**src/rtl/huffman_sched.sv**
```systemverilog
// Round-robin scheduler sharing one huffman core between two symbol sources, one frame per grant.
// Optional WAIT-state timeout abort is enabled by defining HUFF_SCHED_TIMEOUT_EN.

module huffman_sched #(
  parameter int unsigned FRAME_LEN = 100,
  parameter int unsigned TIMEOUT   = 1023
) (
  input  logic        clk,
  input  logic        reset,
  input  logic        req0,
  input  logic        req1,
  input  logic [7:0]  src_data0,
  input  logic [7:0]  src_data1,
  output logic        gnt0,
  output logic        gnt1,
  output logic        src_pop0,
  output logic        src_pop1,
  output logic        done0,
  output logic        done1,
  output logic        err,
  output logic [47:0] res_cnt,
  output logic [47:0] res_hc,
  output logic [47:0] res_m,
  output logic        core_reset,
  output logic        core_gray_valid,
  output logic [7:0]  core_gray_data,
  input  logic        core_cnt_valid,
  input  logic        core_code_valid,
  input  logic [47:0] core_cnt,
  input  logic [47:0] core_hc,
  input  logic [47:0] core_m
);

  typedef enum logic [2:0] {IDLE, CRST, STREAM, WAIT, DONE} state_e;

  localparam logic [7:0] LAST_IDX = 8'(FRAME_LEN - 1);

  state_e      state_q, state_d;
  logic        owner_q, owner_d;
  logic        last_q, last_d;
  logic        crst_q, crst_d;
  logic        cnt_seen_q, cnt_seen_d;
  logic        gv_q, gv_d;
  logic        err_q, err_d;
  logic [1:0]  gnt_q, gnt_d;
  logic [1:0]  pop_q, pop_d;
  logic [1:0]  done_q, done_d;
  logic [7:0]  cnt_q, cnt_d;
  logic [7:0]  gd_q, gd_d;
  logic [47:0] rc_q, rc_d;
  logic [47:0] rh_q, rh_d;
  logic [47:0] rm_q, rm_d;
  logic        timeout_hit;
  logic        winner;

`ifdef HUFF_SCHED_TIMEOUT_EN
  localparam logic [15:0] TO_LAST = 16'(TIMEOUT - 1);

  logic [15:0] wcnt_q, wcnt_d;

  // Counts cycles spent in WAIT; zero everywhere else so each frame starts fresh.
  always_comb begin
    wcnt_d = (state_q == WAIT) ? wcnt_q + 16'd1 : 16'd0;
  end

  always_ff @(posedge clk or posedge reset) begin
    if (reset) wcnt_q <= 16'd0;
    else       wcnt_q <= wcnt_d;
  end

  assign timeout_hit = (wcnt_q == TO_LAST);
`else
  // TIMEOUT is at least 1, so this never fires; WAIT lasts until the core answers.
  assign timeout_hit = (TIMEOUT == 0);
`endif

  // Tie goes to the requester not served last.
  assign winner = (req0 & req1) ? ~last_q : req1;

  always_ff @(posedge clk or posedge reset) begin
    if (reset) state_q <= IDLE;
    else       state_q <= state_d;
  end

  always_comb begin
    state_d = state_q;
    case (state_q)
      IDLE:    if (req0 | req1) state_d = CRST;
      CRST:    if (cnt_q == 8'd1) state_d = STREAM;
      STREAM:  if (cnt_q == LAST_IDX) state_d = WAIT;
      WAIT:    if (core_code_valid | timeout_hit) state_d = DONE;
      DONE:    state_d = IDLE;
      default: state_d = IDLE;
    endcase
  end

  always_comb begin
    owner_d    = owner_q;
    last_d     = last_q;
    crst_d     = 1'b0;
    cnt_seen_d = cnt_seen_q;
    gv_d       = 1'b0;
    gd_d       = 8'd0;
    err_d      = err_q;
    gnt_d      = gnt_q;
    pop_d      = 2'b00;
    done_d     = 2'b00;
    cnt_d      = cnt_q;
    rc_d       = rc_q;
    rh_d       = rh_q;
    rm_d       = rm_q;
    case (state_q)
      IDLE: begin
        if (req0 | req1) begin
          owner_d = winner;
          gnt_d   = winner ? 2'b10 : 2'b01;
          crst_d  = 1'b1;
          cnt_d   = 8'd0;
        end
      end
      CRST: begin
        cnt_seen_d = 1'b0;
        if (cnt_q == 8'd0) begin
          crst_d = 1'b1;
          cnt_d  = 8'd1;
        end else begin
          cnt_d = 8'd0;
          pop_d = owner_q ? 2'b10 : 2'b01;
        end
      end
      STREAM: begin
        gv_d = 1'b1;
        gd_d = owner_q ? src_data1 : src_data0;
        if (cnt_q != LAST_IDX) begin
          cnt_d = cnt_q + 8'd1;
          pop_d = owner_q ? 2'b10 : 2'b01;
        end
      end
      WAIT: begin
        if (core_cnt_valid) begin
          rc_d       = core_cnt;
          cnt_seen_d = 1'b1;
        end
        if (core_code_valid) begin
          rh_d   = core_hc;
          rm_d   = core_m;
          err_d  = ~(cnt_seen_q | core_cnt_valid);
          done_d = owner_q ? 2'b10 : 2'b01;
        end else if (timeout_hit) begin
          rh_d   = 48'd0;
          rm_d   = 48'd0;
          err_d  = 1'b1;
          done_d = owner_q ? 2'b10 : 2'b01;
        end
      end
      DONE: begin
        last_d = owner_q;
        gnt_d  = 2'b00;
      end
      default: ;
    endcase
  end

  always_ff @(posedge clk or posedge reset) begin
    if (reset) begin
      owner_q    <= 1'b0;
      last_q     <= 1'b1;
      crst_q     <= 1'b0;
      cnt_seen_q <= 1'b0;
      gv_q       <= 1'b0;
      gd_q       <= 8'd0;
      err_q      <= 1'b0;
      gnt_q      <= 2'b00;
      pop_q      <= 2'b00;
      done_q     <= 2'b00;
      cnt_q      <= 8'd0;
      rc_q       <= 48'd0;
      rh_q       <= 48'd0;
      rm_q       <= 48'd0;
    end else begin
      owner_q    <= owner_d;
      last_q     <= last_d;
      crst_q     <= crst_d;
      cnt_seen_q <= cnt_seen_d;
      gv_q       <= gv_d;
      gd_q       <= gd_d;
      err_q      <= err_d;
      gnt_q      <= gnt_d;
      pop_q      <= pop_d;
      done_q     <= done_d;
      cnt_q      <= cnt_d;
      rc_q       <= rc_d;
      rh_q       <= rh_d;
      rm_q       <= rm_d;
    end
  end

  assign gnt0            = gnt_q[0];
  assign gnt1            = gnt_q[1];
  assign src_pop0        = pop_q[0];
  assign src_pop1        = pop_q[1];
  assign done0           = done_q[0];
  assign done1           = done_q[1];
  assign err             = err_q;
  assign res_cnt         = rc_q;
  assign res_hc          = rh_q;
  assign res_m           = rm_q;
  assign core_reset      = reset | crst_q;
  assign core_gray_valid = gv_q;
  assign core_gray_data  = gd_q;

endmodule

```
**config.mk**
```make
export PLATFORM = sky130hd
export DESIGN_NAME = huffman_sched
export DESIGN_NICKNAME = d
export VERILOG_FILES = /design/src/rtl/huffman_sched.sv
export SDC_FILE = /design/constraint.sdc
export NUM_CORES = 1
export LEC_CHECK = 0
export BUFFER_PORTS_ARGS = -buffer_cell sky130_fd_sc_hd__buf_2
export CAP_MARGIN = 0
export CORE_ASPECT_RATIO = 1.75
export CORE_MARGIN = 4
export CORE_UTILIZATION = 46
export DETAILED_ROUTE_END_ITERATION = 6
export PLACE_DENSITY = 0.78
export SETUP_SLACK_MARGIN = 0.2
export SLEW_MARGIN = 5
export SYNTH_ARGS = -nofsm -noshare
export SYNTH_HDL_FRONTEND = slang
export SYNTH_SLANG_ARGS = --single-unit
```
**constraint.sdc**
```tcl
create_clock -name clk -period 6 [get_ports clk]
set_clock_uncertainty 0.1 [all_clocks]
set_input_delay 0.6 -clock clk [delete_from_list [all_inputs] [get_ports clk]]
set_output_delay 0.6 -clock clk [all_outputs]
set_load 0.02 [all_outputs]
```
After elaboration in Yosys (flattened, before gate mapping)

Index checks and enable logic that the tools add are counted.

Bits in registers: 175
Input bits: 166
Word-level logic and storage cells: 74

Add/subtract/negate cells: 1
Equal/unequal tests: 13
Mux-type cells: 27
Bitwise logic cells: 6
Reductions and logical operators: 12

Operator list:

| operator                                              | count |
|---|---|
| two-way mux 8 bit                                     | 4 |
| case mux 8 bit (3 select lines)                       | 1 |
| two-way mux 2 bit                                     | 7 |
| two-way mux 3 bit                                     | 4 |
| inequality test 2 bit, second input constant          | 6 |
| case mux 3 bit (4 select lines)                       | 1 |
| AND reduction 2 bit                                   | 5 |
| adder 8 x 1 -> 8 bit, second input constant           | 1 |
| equality test 8 x 1 -> 1 bit, second input constant   | 1 |
| equality test 8 x 7 -> 1 bit, second input constant   | 1 |
| logical NOT 8 bit                                     | 1 |
| inequality test 8 x 7 -> 1 bit, second input constant | 1 |
| case mux 2 bit (2 select lines)                       | 2 |
| equality test 3 x 2 -> 1 bit, second input constant   | 2 |
| two-way mux 1 bit                                     | 6 |
| case mux 1 bit (2 select lines)                       | 2 |
| AND reduction 4 bit                                   | 1 |
| nonzero test 2 bit                                    | 2 |
| equality test 3 x 1 -> 1 bit, second input constant   | 1 |
| equality test 3 bit, second input constant            | 1 |
| logical NOT 3 bit                                     | 1 |
| bitwise OR 1 bit                                      | 3 |
| AND reduction 3 bit                                   | 1 |
| nonzero test 3 bit                                    | 1 |
| 2 further kinds                                       | 3 |

Logic depth before layout (Yosys ltp)

Depth after elaboration: 5
Gate-level depth with buffers: 7
Gate-level depth less buffers: 5

Worst setup path before layout

Ideal clock, no wire load.

Path type: reg2reg
From: register state_q[0]
To: register cnt_q[0]
Arrival time: 1.562 ns
Required time: 5.775 ns
Path slack: 4.213 ns
Stages on the path, launching flop included: 6
Path through: dfrtp_1 > or3b_4 > a41oi_4 > a21o_1 > buf_6 > mux2_4

Longest elaborated chain between the ends: 3
Elaborated cells on any way between the ends: 8
Those cells by class: 4 x eq/ne; 1 x mux; 3 x reduce/logical

Ends and longest elaborated chain:

| item                                                                  | RTL line | source |
|---|---|---|
| from (decl)                                                           | 38       | `state_e state_q, state_d;` |
| from (signal assigned)                                                | 82       | `else state_q <= state_d;` |
| equality test 3 x 2 -> 1 bit, or another cell as far along            | 112      | `case (state_q)` |
| inequality test 2 bit (no line) or nonzero test 3 bit (tied branches) | --       |  |
| AND reduction 3 bit (no line)                                         | --       |  |
| to (signal assigned)                                                  | 191      | `cnt_q <= cnt_d;` |
| to (decl)                                                             | 48       | `logic [7:0] cnt_q, cnt_d;` |

Parallel ways exist; a longest one is shown, timed or not.
A chain may end at the register's enable or synchronous reset.

Final worst setup path

From: register state_q[1]
To: register rm_q[20] (netlist: res_m[20])

Longest elaborated chain between the ends: 2

Ends and longest elaborated chain:

| item                          | RTL line | source |
|---|---|---|
| equality test 3 x 2 -> 1 bit  | 112      |  |
| AND reduction 2 bit (no line) | --       |  |
| to (signal assigned)          | 194      | `rm_q <= rm_d;` |
| to (decl)                     | 52       | `logic [47:0] rm_q, rm_d;` |

Every way passes these cells.

==> results.cfg <==
[run_status]
status = finished, final reports clean

[sta]
relSlewSlack = 0.2842
tightest_slew_ps = 1074
finalCritPeriodShare = 0.4372
fmax_mhz = 381.2
fin_crit_ps = 2623
rsz0062_at_grt = false
hold_violations = 0
finalWorstSetupSlack_ps = 3377
tns_ps = 0
slew_violations = 0
setup-violations-final = 0
hold_ws_ps = 101.3

[placed_design]
dpl_cell_area_um2 = 8588
place_ws_ps = 3387
dp_cells = 1131
gp_congestion = 0.8550
port_buffers = 326
hpwl_mm = 14.22

[logic_synthesis]
synth.area.top_cells = dfrtp_1 (64%), nand2_1 (17%), mux2_2 (7.9%)
synth_fp_nets = 821
ys.flop_type = dfrtp_1
synth-seq-cells = 175
synth_top_area_share = 0.6396
netlist_instances = 652
yosysSeqAreaShare = 0.6434
avgSynthCellArea_um2 = 10.44
yosysWarnings = 0
ys_async_sr_fraction = 1.000
synth_edf_count = 0
synthDistinctLibCells = 37
synth_area_um2 = 6808
yosysTopAreaCell = dfrtp_1

[global_routing]
grt_pass1_vias = 5882
track_usage = 0.2266
grt_max_degree = 101
antenna_found_initial = 1
grt_overflow = 0
grt_first_pass_wirelength_mm = 29.75

[critical_path]
worstPathRequired_ps = 6240
worstRegToRegCells = 6
critical_path_class = reg -> reg
r2r_end = res_m[20]
cp-start-kind = flip-flop
end_kind = flip-flop
critPathLaunch = state_q[1]
rrSetupSlack_ps = 3380
crit_arrival_ps = 2860
crit_fanout = 53
r2r-start = state_q[1]

[cells_and_area]
finalNetCount = 1139
fin_area_um2 = 9194
syn_to_final_growth_pct = 35.05
stdcell_count = 1164
fillers = 1240
most-common-layout-cells = buf_2 (326), nand2_1 (303), dfrtp_1 (174), mux2_2 (48), nor2_1 (21)
drive_gt1_frac = 0.4283
fin_util = 0.6366
final_common_cell = buf_2

[drt]
via_per_inst = 4.827
wirelength_mm = 19.18
ant_nets = 0
drt_pass1_iterations = 4
vias = 5619
drtIter0Drc = 236
drc_errors = 0
post_drt_wl_per_cell_um = 16.48

[flow_run]
drv_cap = 0

[clock_network]
htree_num_levels = 4
postCtsHoldBufs = 0
cts.clk_slew.worst_paths_ps = 70
cts_resized = 0
clk_latency_ps = 410
ctsRootBufferMaster = clkbuf_16
cts_setup_buffers = 0
cts_tree = yes
numCtsBuffers = 17
clock-sinks = 175
clock_path_buffers = 2

[die]
start_util = 0.4714
coreArea_um2 = 14440
pin_count = 327
die_y_um = 168.9
die_area_um2 = 16890
rows = 58
die_w_um = 99.96

[power]
p_per_area_nw_per_um2 = 560.1
p_leak_nw = 5.162
ir_drop_v = 0.0002740
power_mw = 5.149

[hold_path]
holdCritPathClass = in -> async
==> flip-flops by register name (all words and copies together) (netlist names) <==
name / cells
res_cnt: 48
res_hc: 48
res_m: 48
cnt_q: 8
core_gray_data: 8
state_q: 3
done_q: 2
gnt_q: 2
pop_q: 2
cnt_seen_q: 1
core_gray_valid: 1
crst_q: 1
err: 1
last_q: 1
owner_q: 1
==> layer usage <==
layer / vias up / wire length [um] / global-route usage
met4: 0 / 773 / 0.1112
met3: 57 / 1146 / 0.05361
li1: 2718 / - / -
met1: 2627 / 6972 / 0.2541
met5: - / 0 / 0
met2: 217 / 10290 / 0.3975
==> worst max-delay path, cell delays in order (launching register included) <==
cell and delay, ps:
dfrtp_1 590, nor2b_1 340, nand3_4 100, inv_2 580, buf_4 580, nand2_1 130, nand2_1 80
==> how the worst max path moves through the flow <==
stage | to | slack [ps]
floorplan | cnt_q[0] | 560
global placement | res_m[4] | 3460
detailed placement | res_hc[31] | 3390
CTS | res_hc[43] | 3360
global route | res_hc[14] | 3100
finish | res_m[20] | 3380
==> cells in the mapped netlist, types with 2 or more instances <==
cell / count
or3_1: 3
mux2i_1: 9
o32a_1: 2
mux2_2: 48
o211ai_1: 3
o21ai_0: 7
nand2_1: 303
nor3_1: 2
a21oi_1: 8
dfrtp_1: 174
clkbuf_1: 23
buf_2: 7
ha_1: 3
nand3_1: 7
nor2_1: 21
a31oi_1: 5
inv_1: 7
==> power breakdown <==
group / total (mW) / switching (mW) / internal, mW
sequential: 1.99 / 0.299 / 1.70
clock: 1.10 / 0.506 / 0.597
combinational: 2.05 / 1.31 / 0.739
total: 5.15 / 2.12 / 3.03
==> cells by family after synthesis <==
logic type | synth area share
multiplexers | 0.09484
buffers and inverters | 0.02499
flip-flops | 0.6434
AO/OA/AOI/OAI | 0.03455
adder cells (fa/ha/maj) | 0.005514
AND/OR/NAND/NOR | 0.1967
==> area by class of cell <==
| class | instances | area (um^2) | area share |
|---|---|---|---|
| diodes | 1 | 2.502 | 0.0002722 |
| clock buffers | 17 | 425.4 | 0.04627 |
| clock inverters | 15 | 177.7 | 0.01932 |
| inverters | 9 | 38.79 | 0.004219 |
| multi-input cells | 436 | 2275 | 0.2474 |
| flip-flops and latches | 175 | 4380 | 0.4765 |
| well taps | 180 | 225.2 | 0.02450 |
| repair buffers | 331 | 1669 | 0.1815 |
(Power assumes the default switching activity.)
